===== src/rtl/sram_mem_tester_if.sv =====
// Avalon-MM word interface between the memory tester (master) and sram_controller (slave).
interface sram_mem_tester_if #(
  parameter int ADDR_W = 18,
  parameter int DATA_W = 16
);
  logic [ADDR_W-1:0] address;
  logic              write;
  logic [DATA_W-1:0] writedata;
  logic              read;
  logic              waitrequest;
  logic [DATA_W-1:0] readdata;
  logic              readdatavalid;

  modport master (
    output address, write, writedata, read,
    input  waitrequest, readdata, readdatavalid
  );

  modport slave (
    input  address, write, writedata, read,
    output waitrequest, readdata, readdatavalid
  );
endinterface


===== src/rtl/sram_mem_tester.sv =====
// Two-pass write/read-back BIST master for the sram_controller Avalon-MM slave:
// pass 0 writes address-as-data, pass 1 its inverse, reads are pipelined and compared in order.
module sram_mem_tester #(
  parameter int ADDR_W          = 18,
  parameter int DATA_W          = 16,
  parameter int MAX_OUTSTANDING = 4,
  parameter int ERR_CNT_W       = 16
) (
  input  logic                 clk_i,
  input  logic                 rst_n_i,
  input  logic                 start_i,
  input  logic [ADDR_W-1:0]    last_addr_i,
  sram_mem_tester_if.master    mem_if,
  output logic                 busy_o,
  output logic                 done_o,
  output logic                 pass_o,
  output logic [ERR_CNT_W-1:0] err_cnt_o,
  output logic [ADDR_W-1:0]    first_err_addr_o
);

  typedef enum logic [2:0] {S_IDLE, S_WRITE, S_READ, S_DRAIN, S_DONE} state_t;

  localparam logic [3:0]           MAX_OS  = 4'(MAX_OUTSTANDING);
  localparam logic [ERR_CNT_W-1:0] ERR_MAX = '1;

  state_t               state, state_nxt;
  logic [ADDR_W-1:0]    addr, cmp_addr, last_addr, first_err_addr;
  logic                 inv;
  logic [3:0]           outstanding;
  logic [ERR_CNT_W-1:0] err_cnt;
  logic                 start_acc, wr_acc, rd_acc, rdv_ok, addr_last;

  function automatic logic [DATA_W-1:0] pat(input logic [ADDR_W-1:0] a, input logic iv);
    return DATA_W'(a) ^ {DATA_W{iv}};
  endfunction

  function automatic logic [ERR_CNT_W-1:0] sat_inc(input logic [ERR_CNT_W-1:0] c);
    return (c == ERR_MAX) ? c : c + ERR_CNT_W'(1);
  endfunction

  assign start_acc = start_i && (state == S_IDLE || state == S_DONE);
  assign wr_acc    = mem_if.write && !mem_if.waitrequest;
  assign rd_acc    = mem_if.read && !mem_if.waitrequest;
  assign addr_last = (addr == last_addr);
  // Returns outside the read phases, or with nothing pending, are stale and dropped.
  assign rdv_ok    = mem_if.readdatavalid && (outstanding != 4'd0) &&
                     (state == S_READ || state == S_DRAIN);

  always_ff @(posedge clk_i or negedge rst_n_i) begin
    if (!rst_n_i) state <= S_IDLE;
    else          state <= state_nxt;
  end

  always_comb begin
    state_nxt        = state;
    mem_if.write     = 1'b0;
    mem_if.read      = 1'b0;
    mem_if.address   = '0;
    mem_if.writedata = '0;
    case (state)
      S_IDLE, S_DONE: if (start_i) state_nxt = S_WRITE;
      S_WRITE: begin
        mem_if.write     = 1'b1;
        mem_if.address   = addr;
        mem_if.writedata = pat(addr, inv);
        if (!mem_if.waitrequest && addr_last) state_nxt = S_READ;
      end
      S_READ: begin
        mem_if.address = addr;
        // Outstanding cannot grow while a request stalls, so a raised read stays raised.
        if (outstanding < MAX_OS) begin
          mem_if.read = 1'b1;
          if (!mem_if.waitrequest && addr_last) state_nxt = S_DRAIN;
        end
      end
      S_DRAIN: if (outstanding == 4'd0) state_nxt = inv ? S_DONE : S_WRITE;
      default: state_nxt = S_IDLE;
    endcase
  end

  always_ff @(posedge clk_i or negedge rst_n_i) begin
    if (!rst_n_i) begin
      addr           <= '0;
      cmp_addr       <= '0;
      last_addr      <= '0;
      inv            <= 1'b0;
      outstanding    <= 4'd0;
      err_cnt        <= '0;
      first_err_addr <= '0;
    end else if (start_acc) begin
      addr           <= '0;
      cmp_addr       <= '0;
      last_addr      <= last_addr_i;
      inv            <= 1'b0;
      outstanding    <= 4'd0;
      err_cnt        <= '0;
      first_err_addr <= '0;
    end else begin
      case (state)
        S_WRITE: if (wr_acc) addr <= addr_last ? '0 : addr + ADDR_W'(1);
        S_READ:  if (rd_acc) addr <= addr_last ? '0 : addr + ADDR_W'(1);
        S_DRAIN: if (outstanding == 4'd0 && !inv) begin
          inv      <= 1'b1;
          addr     <= '0;
          cmp_addr <= '0;
        end
        default: ;
      endcase
      case ({rd_acc, rdv_ok})
        2'b10:   outstanding <= outstanding + 4'd1;
        2'b01:   outstanding <= outstanding - 4'd1;
        default: ;
      endcase
      if (rdv_ok) begin
        cmp_addr <= cmp_addr + ADDR_W'(1);
        if (mem_if.readdata != pat(cmp_addr, inv)) begin
          err_cnt <= sat_inc(err_cnt);
          if (err_cnt == '0) first_err_addr <= cmp_addr;
        end
      end
    end
  end

  assign busy_o           = (state == S_WRITE) || (state == S_READ) || (state == S_DRAIN);
  assign done_o           = (state == S_DONE);
  assign pass_o           = done_o && (err_cnt == '0);
  assign err_cnt_o        = err_cnt;
  assign first_err_addr_o = first_err_addr;

endmodule


===== src/flat_wrapper.sv =====
// flat-port wrapper written by rule: the top's interface ports become plain ports
module sram_mem_tester_flat 
#(
  parameter int ADDR_W          = 18,
  parameter int DATA_W          = 16,
  parameter int MAX_OUTSTANDING = 4,
  parameter int ERR_CNT_W       = 16
)
  (clk_i, rst_n_i, start_i, last_addr_i, busy_o, done_o, pass_o, err_cnt_o, first_err_addr_o, mem_if_address, mem_if_write, mem_if_writedata, mem_if_read, mem_if_waitrequest, mem_if_readdata, mem_if_readdatavalid);
  sram_mem_tester_if #(.ADDR_W(ADDR_W), .DATA_W(DATA_W)) mem_if_i ();
  input  logic clk_i;
  input  logic rst_n_i;
  input  logic start_i;
  input  logic [ADDR_W-1:0] last_addr_i;
  output logic busy_o;
  output logic done_o;
  output logic pass_o;
  output logic [ERR_CNT_W-1:0] err_cnt_o;
  output logic [ADDR_W-1:0] first_err_addr_o;
  output wire logic [$bits(mem_if_i.address)-1:0] mem_if_address;
  output wire logic [$bits(mem_if_i.write)-1:0] mem_if_write;
  output wire logic [$bits(mem_if_i.writedata)-1:0] mem_if_writedata;
  output wire logic [$bits(mem_if_i.read)-1:0] mem_if_read;
  input wire logic [$bits(mem_if_i.waitrequest)-1:0] mem_if_waitrequest;
  input wire logic [$bits(mem_if_i.readdata)-1:0] mem_if_readdata;
  input wire logic [$bits(mem_if_i.readdatavalid)-1:0] mem_if_readdatavalid;
  assign mem_if_address = mem_if_i.address;
  assign mem_if_write = mem_if_i.write;
  assign mem_if_writedata = mem_if_i.writedata;
  assign mem_if_read = mem_if_i.read;
  assign mem_if_i.waitrequest = mem_if_waitrequest;
  assign mem_if_i.readdata = mem_if_readdata;
  assign mem_if_i.readdatavalid = mem_if_readdatavalid;
  sram_mem_tester #(.ADDR_W(ADDR_W), .DATA_W(DATA_W), .MAX_OUTSTANDING(MAX_OUTSTANDING), .ERR_CNT_W(ERR_CNT_W)) u_core (.clk_i(clk_i), .rst_n_i(rst_n_i), .start_i(start_i), .last_addr_i(last_addr_i), .mem_if(mem_if_i), .busy_o(busy_o), .done_o(done_o), .pass_o(pass_o), .err_cnt_o(err_cnt_o), .first_err_addr_o(first_err_addr_o));
endmodule

===== config.mk =====
export PLATFORM = sky130hd
export DESIGN_NAME = sram_mem_tester_flat
export DESIGN_NICKNAME = d
export VERILOG_FILES = /design/src/rtl/sram_mem_tester_if.sv /design/src/rtl/sram_mem_tester.sv /design/src/flat_wrapper.sv
export SDC_FILE = /design/constraint.sdc
export NUM_CORES = 1
export LEC_CHECK = 0
export ABC_AREA = 1
export BUFFER_PORTS_ARGS = -buffer_cell sky130_fd_sc_hd__buf_2
export CAP_MARGIN = 20
export CORE_MARGIN = 3
export CORE_UTILIZATION = 60
export DETAILED_ROUTE_END_ITERATION = 8
export GPL_TIMING_DRIVEN = 0
export PLACE_DENSITY = 0.81
export SLEW_MARGIN = 25
export SYNTH_ARGS = -nofsm -noshare
export SYNTH_HDL_FRONTEND = slang
export SYNTH_SLANG_ARGS = --single-unit

===== constraint.sdc =====
create_clock -name clk_i -period 4.05 [get_ports clk_i]
set_clock_uncertainty 0.15 [all_clocks]
set_input_delay 0.81 -clock clk_i [delete_from_list [all_inputs] [get_ports clk_i]]
set_output_delay 0.81 -clock clk_i [all_outputs]
set_load 0.01 [all_outputs]

==> impl_metrics.ini <==
[cts]
numCtsBuffers = 9
clk_pin_slew_ps = 90
cts.sinks = 96
cts-root-buf = clkbuf_8
clock_path_buffers = 2
cts_tree = done
hold_buffers = 0
post_cts_buffers = 0
clock_latency_ps = 400
cts_resized = 0
ctsHtreeMaxLevel = 3

[drt]
postRouteAntennaNets = 0
viasPerCell = 5.49
firstDrtPassIters = 5
drtIter0Drc = 634
vias = 6526
route.detailed.drc = 0
wl_per_cell_um = 14.5
wl_um = 17200

[setup_path]
crit_required_ps = 3090
critical-path-slowest-cell = nor4_4
crit_chain = inv_1, ha_1, nand4_1, nor4_4, and2_1, buf_2
cp_max_fo = 10
end_kind = output port
crit_buf_inv = 2
critPathTopFamily = simple AND/OR/NAND/NOR gates
worstPathArrival_ps = 2290
crit_type = flip-flop to output port
startpoint_type = flip-flop
slowest_delay_ps = 650

[timing]
max_slew_margin = 0.441
min_period_over_period = 0.802
fin_crit_ps = 3250
finalHoldViolCount = 0
fmax_mhz = 308
setup_viol = 0
slew_viol_final = 0
tns_ps = 0
rsz0062_at_grt = no
worst_slew_pin_slew_ps = 833

[global_route]
grt_first_pass_wirelength_um = 28100
grt_overflow_total = 0
antenna_found_initial = 0
grt_max_degree = 57
grt_pass1_vias = 5779
grt_util_all_layers = 0.304

[place]
routabilityCongestion = 0.932
portBuffers = 111
post-dp-hpwl_um = 12800
dp.cells = 1173

[job]
maxCapViolCount = 0

[finish]
nFillCells = 913
layout.cells.non_filler = 1189
final_common_cell = nand2_1
drive_above_1_share = 0.164
nNetsFinal = 1098
mostFrequentLayoutCells = nand2_1, buf_2, inv_1, dfrtp_1, nor2_1
diodes = 0
syn_to_final_growth_pct = 14.7

[floorplan]
core_area_um2 = 10000
die_area_um2 = 11800
dieWidth_um = 109
io_pins = 112
dieHeight_um = 109
num_rows = 36
start_util = 0.631

[yosys]
yosysWarnings = 0
ys_ff_latch = 96
synthesis.nets = 975
synthCells = 928
post_synth_num_cell_types = 41
syn_area_um2 = 6310
ys_seq_area_frac = 0.381
syn_area_per_cell_um2 = 6.80

[power]
leakage_nw = 3.98
irDropWorstVdd_mv = 0.437
power_density_nw_per_um2 = 276
p_total_mw = 2.00

[run_status]
outcome = completed

[min_path]
worstHoldPathType = primary input to asynchronous set/reset pin
## cell type report
class / count / area (um^2) / area share
multi-input combinational: 689 / 3320 / 0.458
sequential: 96 / 2400 / 0.332
timing repair buffer: 112 / 589 / 0.0814
inverter: 111 / 417 / 0.0576
buffer: 32 / 174 / 0.0240
tap: 133 / 166 / 0.0230
clock buffer: 9 / 124 / 0.0171
clock inverter: 7 / 47.5 / 0.00657
## per-stage QoR
step	utilization	setup slack [ps]	hold slack, ps	cell area, um^2
floorplan	-	1460	313	6310
global placement	0.703	871	299	7030
detailed placement	0.707	822	303	7070
CTS	0.724	814	182	7240
global route	0.724	625	187	7240
finish	0.724	803	163	7240
## per-layer routing
| layer | routed length [um] | GRT usage | vias to the layer above |
|---|---|---|---|
| met5 | 0 | 0 | - |
| met4 | 340 | 0.0875 | 0 |
| met3 | 1240 | 0.0585 | 35 |
| met2 | 7790 | 0.471 | 252 |
| met1 | 7850 | 0.435 | 3013 |
| li1 | - | - | 3226 |
## power breakdown
part	switching [mW]	total, mW	leakage, nW	internal (mW)
clock network	0.364	0.587	0.0854	0.223
logic	0.237	0.380	2.67	0.143
registers	0.0394	1.03	1.22	0.990
total	0.640	2.00	3.98	1.36
## cell usage after synthesis, drive strengths merged
master | number | area [um^2]
nor4 | 2 | 27.5
or2 | 1 | 6.26
o211ai | 2 | 15.0
nor2 | 102 | 410
a21boi | 2 | 15.0
nand3b | 2 | 15.0
nand2 | 316 | 1200
o32ai | 1 | 8.76
and2 | 1 | 6.26
clkbuf | 10 | 37.5
o22ai | 6 | 37.5
o21bai | 1 | 7.51
ha | 8 | 100
nand3 | 71 | 425
o21ai | 42 | 210
clkinv | 1 | 3.75
a211oi | 1 | 7.51
xor2 | 15 | 131
nand4 | 48 | 300
buf | 22 | 136
xnor2 | 8 | 70.1
o31ai | 1 | 7.51
inv | 110 | 413
nor3 | 24 | 141
a21oi | 35 | 175
dfrtp | 96 | 2400
## flip-flops by register name, indices dropped and copies added, names as in the netlist
signal                   count
u_core.first_err_addr_o     18
u_core.state                 3
u_core.last_addr            18
u_core.outstanding           4
u_core.err_cnt_o            16
u_core.cmp_addr             18
u_core.inv                   1
u_core.addr                 18
## cell families after synthesis
family                     count (synthesis)  share of synthesized area
and+or+nand+nor                          567                      0.401
buffers and inverters                    143                     0.0936
DFF                                       96                      0.381
AOI/OAI and AO/OA                         91                     0.0767
xor gates and xnor gates                  23                     0.0319
adders and majority gates                  8                     0.0159
## worst paths after layout
path	start	to	slack, ps	depth (start not counted)
min in group clk_i	u_core.first_err_addr_o[5]	u_core.first_err_addr_o[5]	320	2
setup reg to reg	u_core.outstanding[3]	u_core.outstanding[3]	960	13
max in group asynchronous	rst_n_i	u_core.last_addr[17]	2970	2
hold / removal	rst_n_i	u_core.first_err_addr_o[15]	160	1
setup / recovery	u_core.err_cnt_o[0]	pass_o	800	6
hold reg to reg	u_core.first_err_addr_o[5]	u_core.first_err_addr_o[5]	320	2
Power figures use the tool's default switching activity.
